==> src/rtl/fifo_ecc_check_stage_if.sv <==
// Valid/ready bus and error-report signals between the FIFO read port,
// the ECC check stage and its consumer.
interface fifo_ecc_check_stage_if #(
    parameter int DATA_WIDTH   = 64,
    parameter int PARITY_WIDTH = 7,
    parameter int CNT_WIDTH    = 16
);
    localparam int CODE_WIDTH = DATA_WIDTH + PARITY_WIDTH;

    logic                  in_valid;
    logic                  in_ready;
    logic [CODE_WIDTH-1:0] in_code;
    logic                  out_valid;
    logic                  out_ready;
    logic [DATA_WIDTH-1:0] out_data;
    logic                  out_corrected;
    logic                  out_uncorr;
    logic                  err_clr;
    logic [CNT_WIDTH-1:0]  ce_count;
    logic [CNT_WIDTH-1:0]  ue_count;
    logic                  error_flag;

    modport slave (
        input  in_valid, in_code, out_ready, err_clr,
        output in_ready, out_valid, out_data, out_corrected, out_uncorr,
               ce_count, ue_count, error_flag
    );

    modport master (
        output in_valid, in_code, out_ready, err_clr,
        input  in_ready, out_valid, out_data, out_corrected, out_uncorr,
               ce_count, ue_count, error_flag
    );
endinterface

==> src/rtl/fifo_ecc_check_stage.sv <==
// Two-stage Hamming SEC checker on the FIFO read side: corrects single-bit
// errors, flags uncorrectable syndromes, counts both for the safety monitor.
module fifo_ecc_check_stage #(
    parameter int DATA_WIDTH   = 64,
    parameter int PARITY_WIDTH = 7,
    parameter int CNT_WIDTH    = 16
) (
    input logic                   Clock,
    input logic                   Reset_,
    fifo_ecc_check_stage_if.slave bus
);
    localparam int CODE_WIDTH = DATA_WIDTH + PARITY_WIDTH;
    localparam int CODE_IDX_W = $clog2(CODE_WIDTH);
    localparam int DATA_IDX_W = $clog2(DATA_WIDTH);

    typedef logic [PARITY_WIDTH-1:0] syn_t;

    // Syndrome is the XOR of the 1-based positions of all set bits.
    function automatic syn_t calc_syndrome(input logic [CODE_WIDTH-1:0] code);
        syn_t                  syn;
        logic [CODE_IDX_W-1:0] idx;
        syn = '0;
        for (int p = 1; p <= CODE_WIDTH; p++) begin
            idx = CODE_IDX_W'(p - 1);
            if (code[idx]) begin
                syn = syn ^ syn_t'(p);
            end
        end
        return syn;
    endfunction

    // Data bits occupy every non-power-of-two position in ascending order.
    function automatic logic [DATA_WIDTH-1:0] extract_data(input logic [CODE_WIDTH-1:0] code);
        logic [DATA_WIDTH-1:0] data;
        logic [DATA_IDX_W-1:0] d;
        logic [CODE_IDX_W-1:0] idx;
        data = '0;
        d    = '0;
        for (int p = 1; p <= CODE_WIDTH; p++) begin
            if ((p & (p - 1)) != 0) begin
                idx     = CODE_IDX_W'(p - 1);
                data[d] = code[idx];
                d       = d + 1'b1;
            end
        end
        return data;
    endfunction

    logic                  s1_valid;
    logic [CODE_WIDTH-1:0] s1_code;
    syn_t                  s1_syn;

    logic                  s2_valid;
    logic [DATA_WIDTH-1:0] s2_data;
    logic                  s2_corrected;
    logic                  s2_uncorr;

    logic [CNT_WIDTH-1:0]  ce_count;
    logic [CNT_WIDTH-1:0]  ue_count;
    logic                  error_flag;

    logic                  s1_load;
    logic                  s2_load;
    logic                  out_hs;
    syn_t                  in_syn;

    logic [CODE_WIDTH-1:0] flip_mask;
    logic                  fix_corrected;
    logic                  fix_uncorr;
    logic [DATA_WIDTH-1:0] fix_data;

    assign s2_load = !s2_valid || bus.out_ready;
    assign s1_load = !s1_valid || s2_load;
    assign out_hs  = s2_valid && bus.out_ready;
    assign in_syn  = calc_syndrome(bus.in_code);

    always_comb begin
        flip_mask     = '0;
        fix_corrected = 1'b0;
        fix_uncorr    = 1'b0;
        if (s1_syn != '0) begin
            if (int'(s1_syn) <= CODE_WIDTH) begin
                fix_corrected = 1'b1;
                flip_mask[CODE_IDX_W'(s1_syn - 1'b1)] = 1'b1;
            end else begin
                fix_uncorr = 1'b1;
            end
        end
        fix_data = extract_data(s1_code ^ flip_mask);
    end

    always_ff @(posedge Clock) begin
        if (Reset_) begin
            s1_valid     <= 1'b0;
            s1_code      <= '0;
            s1_syn       <= '0;
            s2_valid     <= 1'b0;
            s2_data      <= '0;
            s2_corrected <= 1'b0;
            s2_uncorr    <= 1'b0;
        end else begin
            if (s1_load) begin
                s1_valid <= bus.in_valid;
                if (bus.in_valid) begin
                    s1_code <= bus.in_code;
                    s1_syn  <= in_syn;
                end
            end
            if (s2_load) begin
                s2_valid <= s1_valid;
                if (s1_valid) begin
                    s2_data      <= fix_data;
                    s2_corrected <= fix_corrected;
                    s2_uncorr    <= fix_uncorr;
                end
            end
        end
    end

    // A clear in the same cycle as a counting handshake wins.
    always_ff @(posedge Clock) begin
        if (Reset_ || bus.err_clr) begin
            ce_count   <= '0;
            ue_count   <= '0;
            error_flag <= 1'b0;
        end else if (out_hs) begin
            if (s2_corrected && (ce_count != '1)) begin
                ce_count <= ce_count + 1'b1;
            end
            if (s2_uncorr && (ue_count != '1)) begin
                ue_count <= ue_count + 1'b1;
            end
            if (s2_uncorr) begin
                error_flag <= 1'b1;
            end
        end
    end

    assign bus.in_ready      = s1_load;
    assign bus.out_valid     = s2_valid;
    assign bus.out_data      = s2_data;
    assign bus.out_corrected = s2_corrected;
    assign bus.out_uncorr    = s2_uncorr;
    assign bus.ce_count      = ce_count;
    assign bus.ue_count      = ue_count;
    assign bus.error_flag    = error_flag;
endmodule

==> src/flat_wrapper.sv <==
// flat-port wrapper written by rule: the top's interface ports become plain ports
module fifo_ecc_check_stage_flat 
#(
    parameter int DATA_WIDTH   = 64,
    parameter int PARITY_WIDTH = 7,
    parameter int CNT_WIDTH    = 16
)
  (Clock, Reset_, bus_in_valid, bus_in_code, bus_out_ready, bus_err_clr, bus_in_ready, bus_out_valid, bus_out_data, bus_out_corrected, bus_out_uncorr, bus_ce_count, bus_ue_count, bus_error_flag);
  fifo_ecc_check_stage_if #(.DATA_WIDTH(DATA_WIDTH), .PARITY_WIDTH(PARITY_WIDTH), .CNT_WIDTH(CNT_WIDTH)) bus_i ();
  input logic Clock;
  input logic Reset_;
  input wire logic [$bits(bus_i.in_valid)-1:0] bus_in_valid;
  input wire logic [$bits(bus_i.in_code)-1:0] bus_in_code;
  input wire logic [$bits(bus_i.out_ready)-1:0] bus_out_ready;
  input wire logic [$bits(bus_i.err_clr)-1:0] bus_err_clr;
  output wire logic [$bits(bus_i.in_ready)-1:0] bus_in_ready;
  output wire logic [$bits(bus_i.out_valid)-1:0] bus_out_valid;
  output wire logic [$bits(bus_i.out_data)-1:0] bus_out_data;
  output wire logic [$bits(bus_i.out_corrected)-1:0] bus_out_corrected;
  output wire logic [$bits(bus_i.out_uncorr)-1:0] bus_out_uncorr;
  output wire logic [$bits(bus_i.ce_count)-1:0] bus_ce_count;
  output wire logic [$bits(bus_i.ue_count)-1:0] bus_ue_count;
  output wire logic [$bits(bus_i.error_flag)-1:0] bus_error_flag;
  assign bus_i.in_valid = bus_in_valid;
  assign bus_i.in_code = bus_in_code;
  assign bus_i.out_ready = bus_out_ready;
  assign bus_i.err_clr = bus_err_clr;
  assign bus_in_ready = bus_i.in_ready;
  assign bus_out_valid = bus_i.out_valid;
  assign bus_out_data = bus_i.out_data;
  assign bus_out_corrected = bus_i.out_corrected;
  assign bus_out_uncorr = bus_i.out_uncorr;
  assign bus_ce_count = bus_i.ce_count;
  assign bus_ue_count = bus_i.ue_count;
  assign bus_error_flag = bus_i.error_flag;
  fifo_ecc_check_stage #(.DATA_WIDTH(DATA_WIDTH), .PARITY_WIDTH(PARITY_WIDTH), .CNT_WIDTH(CNT_WIDTH)) u_core (.Clock(Clock), .Reset_(Reset_), .bus(bus_i));
endmodule
==> config.mk <==
export PLATFORM = sky130hd
export DESIGN_NAME = fifo_ecc_check_stage_flat
export DESIGN_NICKNAME = d
export VERILOG_FILES = /design/src/rtl/fifo_ecc_check_stage_if.sv /design/src/rtl/fifo_ecc_check_stage.sv /design/src/flat_wrapper.sv
export SDC_FILE = /design/constraint.sdc
export NUM_CORES = 1
export LEC_CHECK = 0
export ABC_CLOCK_PERIOD_IN_PS = 3900
export CORE_ASPECT_RATIO = 2
export CORE_UTILIZATION = 50
export DETAILED_ROUTE_END_ITERATION = 12
export GPL_TIMING_DRIVEN = 0
export HOLD_SLACK_MARGIN = 0.1
export PLACE_DENSITY = 0.79
export SETUP_SLACK_MARGIN = 0.2
export SYNTH_ARGS = -nofsm -noshare
export SYNTH_HDL_FRONTEND = slang
export SYNTH_SLANG_ARGS = --single-unit
==> constraint.sdc <==
create_clock -name Clock -period 3.9 [get_ports Clock]
set_clock_uncertainty 0.2 [all_clocks]
set_input_delay 0.39 -clock Clock [delete_from_list [all_inputs] [get_ports Clock]]
set_output_delay 0.39 -clock Clock [all_outputs]
set_load 0.005 [all_outputs]
==> results of run 1 <==
==> synthesized netlist by cell type, types with 3 or more instances <==
cell      count
nand2b_1      3
nor3b_1       3
or2_2         5
xor3_1        4
a311oi_1     64
inv_1         9
buf_1         5
nand2_1     147
xor2_1       11
nand4_1       7
a211oi_1     14
ha_1          5
nor4_1       11
o31ai_1      36
clkbuf_1     77
nor2_1      109
xnor2_1      90
xnor3_1      24
o21ai_0      32
nand3b_1      5
a21oi_1      81
or4_1        38
buf_2         4
o211ai_1      5
nor3_1       12
or3_1        35
dfxtp_1     172
nand3_1      20
or3b_2        3
==> layout make-up <==
| class | instances | area (um2) |
|---|---|---|
| tap | 213 | 267 |
| sequential | 172 | 3440 |
| timing repair buffer | 176 | 1760 |
| fill | 1512 | 6120 |
| multi-input combinational | 785 | 5190 |
| inverter | 9 | 33.8 |
| clock buffer | 18 | 439 |
| clock inverter | 13 | 109 |
| buffer | 86 | 337 |
==> per-layer routing <==
layer	global-route usage [%]	part of all wire, %	vias to the layer above
met4	30.0	8.8	0
met3	6.62	6.7	169
met5	0	0	-
met1	32.3	32	4167
met2	61.1	52	486
li1	-	-	4185
==> stage by stage <==
step           utilization, %  setup WS (ps)
2_1_floorplan               -           1170
3_3_place_gp             62.1          -46.4
3_5_place_dp             62.1          -64.8
4_1_cts                  65.3            391
5_1_grt                  65.4            124
6_report                 65.4            240
==> critical path, cell delays in order (launching register included) <==
cell             delay [ps]
dfxtp_1                 470
ha_1                    190
and4b_1                 190
o41ai_2                 580
nand3_2                 450
clkdlybuf4s15_1         700
or3_1                   530
a311oi_1                260
==> how the worst min path moves through the flow <==
stage | startpoint | to
final | u_core.bus.error_flag | u_core.bus.error_flag
after detailed placement | u_core.bus.error_flag | u_core.bus.error_flag
after floorplan | u_core.s1_code[10] | u_core.s1_code[10]
after CTS | u_core.bus.error_flag | u_core.bus.error_flag
after global routing | u_core.bus.error_flag | u_core.bus.error_flag
after global placement | u_core.bus.error_flag | u_core.bus.error_flag
==> sequential cells by signal, indices dropped and copies added (netlist names) <==
| name | cells |
|---|---|
| u_core.bus.out_uncorr | 1 |
| u_core.bus.out_valid | 1 |
| u_core.bus.ue_count | 16 |
| u_core.s1_code | 64 |
| u_core.bus.error_flag | 1 |
| u_core.s1_syn | 7 |
| u_core.bus.out_data | 64 |
| u_core.bus.ce_count | 16 |
| u_core.bus.out_corrected | 1 |
| u_core.s1_valid | 1 |
==> power by group through the flow <==
stage	Clock, mW	Sequential, mW	Combinational (mW)
final	1.59	1.96	2.50
after global routing	1.68	1.97	2.63
after CTS	1.60	1.96	2.40
after detailed placement	0	2.00	2.37
after global placement	0	1.99	2.34
after floorplan	0	1.98	1.48
==> logic make-up (layout without fill, tap and decap cells) <==
kind of cell / Yosys count / after routing / synth area share (%)
AOI/OAI and AO/OA: 241 / 241 / 17.9
xor gates and xnor gates: 129 / 129 / 16.9
adders and majority gates: 5 / 5 / 0.697
buffers and inverters: 95 / 302 / 4.03
DFF: 172 / 172 / 38.4
muxes: 2 / 2 / 0.237
and+or+nand+nor: 408 / 408 / 21.8
==> repair_timing <==
action | 4_1_cts | 5_1_grt
hold buffers | 0 | 0
gates resized for setup | 2 | 8
pin swaps | 1 | 0
setup buffers | 1 | 0
setup endpoints to repair | 23 | 12
==> summary.txt, run 1 <==
Floorplanning
  – I/O pin total: around 180
  – Core Box Area: approximately 0.018 mm2
  – Initial Util: between 50% and 60%
  – Std cell rows: 69
  – Die area: roughly 0.019 mm2
  – Die Ht: roughly 190 um
  – Chip width: 96.7 um

Synthesis
  – Synth top area share: about two fifths
  – Average cell area after synthesis: between 8 and 9 um2
  – Synth Cell Area: ~0.0090 mm2
  – Post-synth EDFFs: 0
  – Top FF cell, synth: dfxtp_1
  – Sequential share of the synthesized area: 38.4%
  – Ys async rst share: 0%
  – Distinct cells, synth: between 40 and 50
  – Cell taking the most area after synthesis: dfxtp_1
  – Synth Register Bits: ~170
  – Mapped Nets: 1133
  – Top cells by area, synth: dfxtp_1 (38%), xnor2_1 (8.8%), a311oi_1 (6.2%), nand2_1 (6.1%), xnor3_1 (6.0%)
  – Warnings, synthesis: 0
  – Syn Inst Count: approximately 1100

Final layout
  – Share of layout cells above drive strength 1: between 4 and 5%
  – Most frequent cells in the layout: clkdlybuf4s50_1 (175), dfxtp_1 (172), nand2_1 (147)
  – Syn-to-layout area delta: 29.0%
  – Ant diodes: 0
  – Most common cell after layout, fill and taps aside: clkdlybuf4s50_1
  – Non-Filler Instances: 1472
  – NumNets Final: about 1300
  – Post-route cell area: roughly 0.012 mm2

Clock tree
  – Num CTS Buffers: 17
  – Reg clk slew, reported paths: around 70 ps
  – H-Tree Depth: 4
  – Clock Path Buffers: 2
  – Clk_lat worst skew: roughly 430 ps
  – Root buffer selected by CTS: clkbuf_16
  – CTS tree: yes
  – Clock Sinks: approximately 170

Pwr
  – Cell area power density: approximately 520 mW/mm2
  – Combinational share of power: slightly above 40%
  – Worst VDD drop: 339 uV
  – Clock power share: between 20% and 30%
  – Overall Power: ~6.1 mW
  – P_sw: 2.45 mW
  – Reg power frac: ~32%
  – Switching share of power: between 40% and 50%
  – Internal power: 3.61 mW
  – P_leak: roughly 3.8 nW

Setup path
  – Critical Path Sink: u_core.bus.out_data[21]
  – Worst EP arrival: between 3000 and 4000 ps
  – RR Endpoint: u_core.bus.out_data[21]
  – Setup slack, reg-to-reg: between 200 and 250 ps
  – Worst setup EP type: flop
  – FF-to-FF Start: u_core.s1_syn[0]
  – Reg2reg path depth: 7
  – Crit path from: u_core.s1_syn[0]
  – CP startpoint kind: flop
  – CP max FO: 10
  – Crit path required time: between 4000 and 5000 ps
  – Crit Path Category: flop to flop

Routing
  – Vias/cell: 6.12
  – Post-route ant nets: 0
  – Wire per inst: roughly 21 um
  – Remaining DRCs: 1
  – Final WL: between 30 and 40 mm
  – DRT Pass-1 Iters: 9
  – Via count: approximately 9000
  – Initial DRC count: roughly 800

Global route
  – Largest net degree at the start of global routing: 17
  – Vias in the first global route: 8500
  – Initial antenna violation count: 0
  – Total track usage: around a third
  – Grt total ovfl: 0
  – Global-route wire length before repair: about 47 mm

Flow run
  – Max Cap Viol: 0

Place
  – Placed Area: about 0.011 mm2
  – Placed cells: between 1000 and 1500
  – # port buffers: ~180
  – RD Place Congestion: just under 1
  – Hpwl dp: 24.7 mm

STA
  – Setup TNS: 0 ps
  – Final Hold Slack: between 200 and 300 ps
  – Tightest Pin Transition: 1050 ps
  – Tcrit/Tclk final: 93.8%
  – Period minus WS final: approximately 3700 ps
  – Slew Limit Fails: 0
  – FMAX: 0.273 GHz
  – RSZ-0062 raised after global routing: true
  – Max_slew headroom: approximately 30%
  – Final setup vio count: 0
  – Fin. Hold Viols: 0

Worst hold path
  – Hold Path Depth: 2
  – Worst hold path type: flop to flop

Status
  – Status: finished with violations
  – Failing checks: DRC
Note: power is estimated with default switching activity, not from simulation.
==> run 2, diff against run 1 <==
Settings changed: CAP_MARGIN set to 20, DONT_BUFFER_PORTS set to 1, PLACE_DENSITY 0.79 to 0.66.
==> run 2 against run 1 <==
  * The run now ends clean
  * Cell area down 8.5%
  * Global-route usage up 2.7 points
  * Fmax down 0.45%
  * Highest routed layer unchanged
==> summary.txt, run 2 (synthesis gave the netlist of run 1 again) <==
Status
  – Status: complete, no violations (was finished with violations)

Routing
  – Wire per inst: 24.8 um (was 21.3 um)
  – Vias/cell: 6.28 (was 6.12)
  – DRT Pass-1 Iters: 5 (was 9)
  – Final WL: 34.0 mm (was 31.3 mm)
  – Initial DRC count: 532 (was 795)
  – Via count: 8610 (was 9007)
  – Remaining DRCs: 0 (was 1)
  – Post-route ant nets: 0 (unchanged)

Setup path
  – Max incr delay on CP: 630 ps (was 700 ps)
  – Worst EP arrival: 3830 ps (was 3810 ps)
  – Worst setup EP type: flop (unchanged)
  – Crit Path Category: flop to flop (unchanged)
  – Setup slack, reg-to-reg: 220 ps (was 240 ps)
  – Crit path required time: 4050 ps (about the same)
  – CP max FO: 10 (unchanged)
  – Critical path's top delay family: simple AND/OR/NAND/NOR gates (unchanged)
  – CP startpoint kind: flop (unchanged)
  – Critical path, cell by cell: ha_1 > and4b_1 > o41ai_2 > nand3_2 > clkbuf_1 > or3_1 > a311oi_1 (was ha_1 > and4b_1 > o41ai_2 > nand3_2 > clkdlybuf4s15_1 > or3_1 > a311oi_1)
  – Slowest stage cell, crit path: o41ai_2 (was clkdlybuf4s15_1)
  – CP Buf/Inv Count: 1 (unchanged)

Clock tree
  – Num CTS Buffers: 17 (unchanged)
  – Clock Path Buffers: 2 (unchanged)
  – Root buffer selected by CTS: clkbuf_16 (unchanged)
  – Reg clk slew, reported paths: 80 ps (was 70 ps)
  – Clock Sinks: 172 (unchanged)
  – CTS tree: yes (unchanged)
  – H-Tree Depth: 4 (unchanged)
  – Clk_lat worst skew: 450 ps (was 430 ps)

STA
  – Slew Limit Fails: 0 (unchanged)
  – Tightest Pin Transition: 1050 ps (about the same)
  – RSZ-0062 raised after global routing: false (was true)
  – Max_slew headroom: 30.1% (was 29.7%)
  – FMAX: 0.272 GHz (was 0.273 GHz)
  – Final setup vio count: 0 (unchanged)
  – Final Hold Slack: 138 ps (was 253 ps)
  – Tcrit/Tclk final: 94.3% (was 93.8%)
  – Fin. Hold Viols: 0 (unchanged)
  – Period minus WS final: 3680 ps (was 3660 ps)

Place
  – Hpwl dp: 24.4 mm (was 24.7 mm)
  – RD Place Congestion: 0.955 (was 0.981)
  – Placed Area: 0.00924 mm2 (was 0.0110 mm2)
  – # port buffers: 0 (was 175)

Pwr
  – Switching share of power: 42.2% (was 40.4%)
  – Clock power share: 28.6% (was 26.3%)
  – Internal power: 3.61 mW (about the same)
  – Reg power frac: 31.6% (was 32.4%)
  – Combinational share of power: 39.8% (was 41.3%)
  – P_leak: 3.55 nW (was 3.85 nW)
  – P_sw: 2.64 mW (was 2.45 mW)
  – Worst VDD drop: 335 uV (was 339 uV)
  – Cell area power density: 590 mW/mm2 (was 523 mW/mm2)

Final layout
  – Syn-to-layout area delta: 18.0% (was 29.0%)
  – Post-route cell area: 0.0106 mm2 (was 0.0116 mm2)
  – Share of layout cells above drive strength 1: 4.93% (was 4.05%)
  – Most common cell after layout, fill and taps aside: dfxtp_1 (was clkdlybuf4s50_1)
  – Most frequent cells in the layout: dfxtp_1 (172), nand2_1 (147), nor2_1 (109) (was clkdlybuf4s50_1 (175), dfxtp_1 (172), nand2_1 (147))
  – Fill cells: 1590 (was 1512)
  – NumNets Final: 1224 (was 1328)
  – Sequential cell area: 0.00344 mm2 (unchanged)
  – Multi-input gate area: 0.00519 mm2 (about the same)

Floorplanning
  – I/O pin total: 177 (unchanged)
  – Core Box Area: 0.0177 mm2 (unchanged)
  – Die Ht: 191 um (unchanged)
  – Chip width: 96.7 um (unchanged)
  – Die area: 0.0185 mm2 (unchanged)
  – Std cell rows: 69 (unchanged)
  – Initial Util: 50.7% (unchanged)

Global route
  – Grt total ovfl: 0 (unchanged)
  – Total track usage: 36.6% (was 33.9%)
  – Global-route wire length before repair: 50.1 mm (was 47.3 mm)
  – Vias in the first global route: 8497 (was 8500)
  – Initial antenna violation count: 1 (was 0)
  – Largest net degree at the start of global routing: 20 (was 17)

Flow run
  – Max Cap Viol: 0 (unchanged)

Worst hold path
  – Worst hold path type: input pin to flop (was flop to flop)
## run 2: cell types whose count changed in the layout (fill, tap and decap cells not counted), moves of 2 or more
cell	change
clkdlybuf4s50_1	-175
dlygate4sd3_1	+67
inv_8	+5
buf_4	+4
clkinvlp_4	-4
clkinv_8	+3
clkinv_4	-2
## run 2: worst min-delay path, stage by stage
cell      delay, ps
nand2b_1        110
nand2_1         100
nand2_1          80
a21oi_1          50
## run 2: repair_timing
action / 4_1_cts / 5_1_grt
hold buffers: 67 / 0
gates resized for setup: 2 / 9
buffers inserted: 3 / 2
hold endpoints to repair: 67 / 0
pin swaps: 1 / 1
endpoints found under the setup margin: 29 / 31
## run 2: power groups by stage
stage	Clock, mW	Sequential [mW]	Combinational, mW
4_1_cts	1.79	1.97	2.35
5_1_grt	1.87	1.99	2.57
6_report	1.79	1.98	2.49
2_1_floorplan	0	1.98	1.48
3_5_place_dp	0	2.01	2.27
3_3_place_gp	0	2.01	2.27
## run 2: layout make-up
cell class | count | share of cell area [%]
Timing Repair Buffer | 72 | 6.69
Sequential cell | 172 | 32.5
Inverter | 9 | 0.319
Tap cell | 213 | 2.52
Clock inverter | 15 | 1.77
Buffer | 86 | 3.13
Clock buffer | 17 | 4.02
Multi-Input combinational cell | 785 | 49.0
Antenna cell | 1 | 0.0236
## run 2: per-stage QoR
step | cells | util (%) | worst slack (ps) | power [mW] | setup TNS (ps)
finish | 1370 | 59.8 | 224 | 6.25 | 0
global route | 1370 | 59.8 | 172 | 6.43 | 0
CTS | 1367 | 59.7 | 262 | 6.12 | 0
detailed placement | 1265 | 52.2 | -238 | 4.28 | -1080
global placement | 1265 | 52.2 | -209 | 4.28 | -936
floorplan | 1052 | - | 1170 | 3.45 | 0
## run 2: metal layers
layer  track usage [%]  vias to the layer above  share of wire, %
met2              65.8                      453                51
met1              35.2                     4018                33
li1                  -                     3982                 -
met4              29.0                        0               8.6
met3              9.10                      157               7.4
met5                 0                        -                 0
## run 2: worst paths after layout
kind,start,cells past startpoint,end
setup reg to reg,u_core.s1_syn[0],7,u_core.bus.out_data[25]
setup / recovery,u_core.s1_syn[0],7,u_core.bus.out_data[25]
hold reg to reg,u_core.s1_code[42],2,u_core.s1_code[42]
hold / removal,bus_out_ready,4,u_core.bus.out_corrected
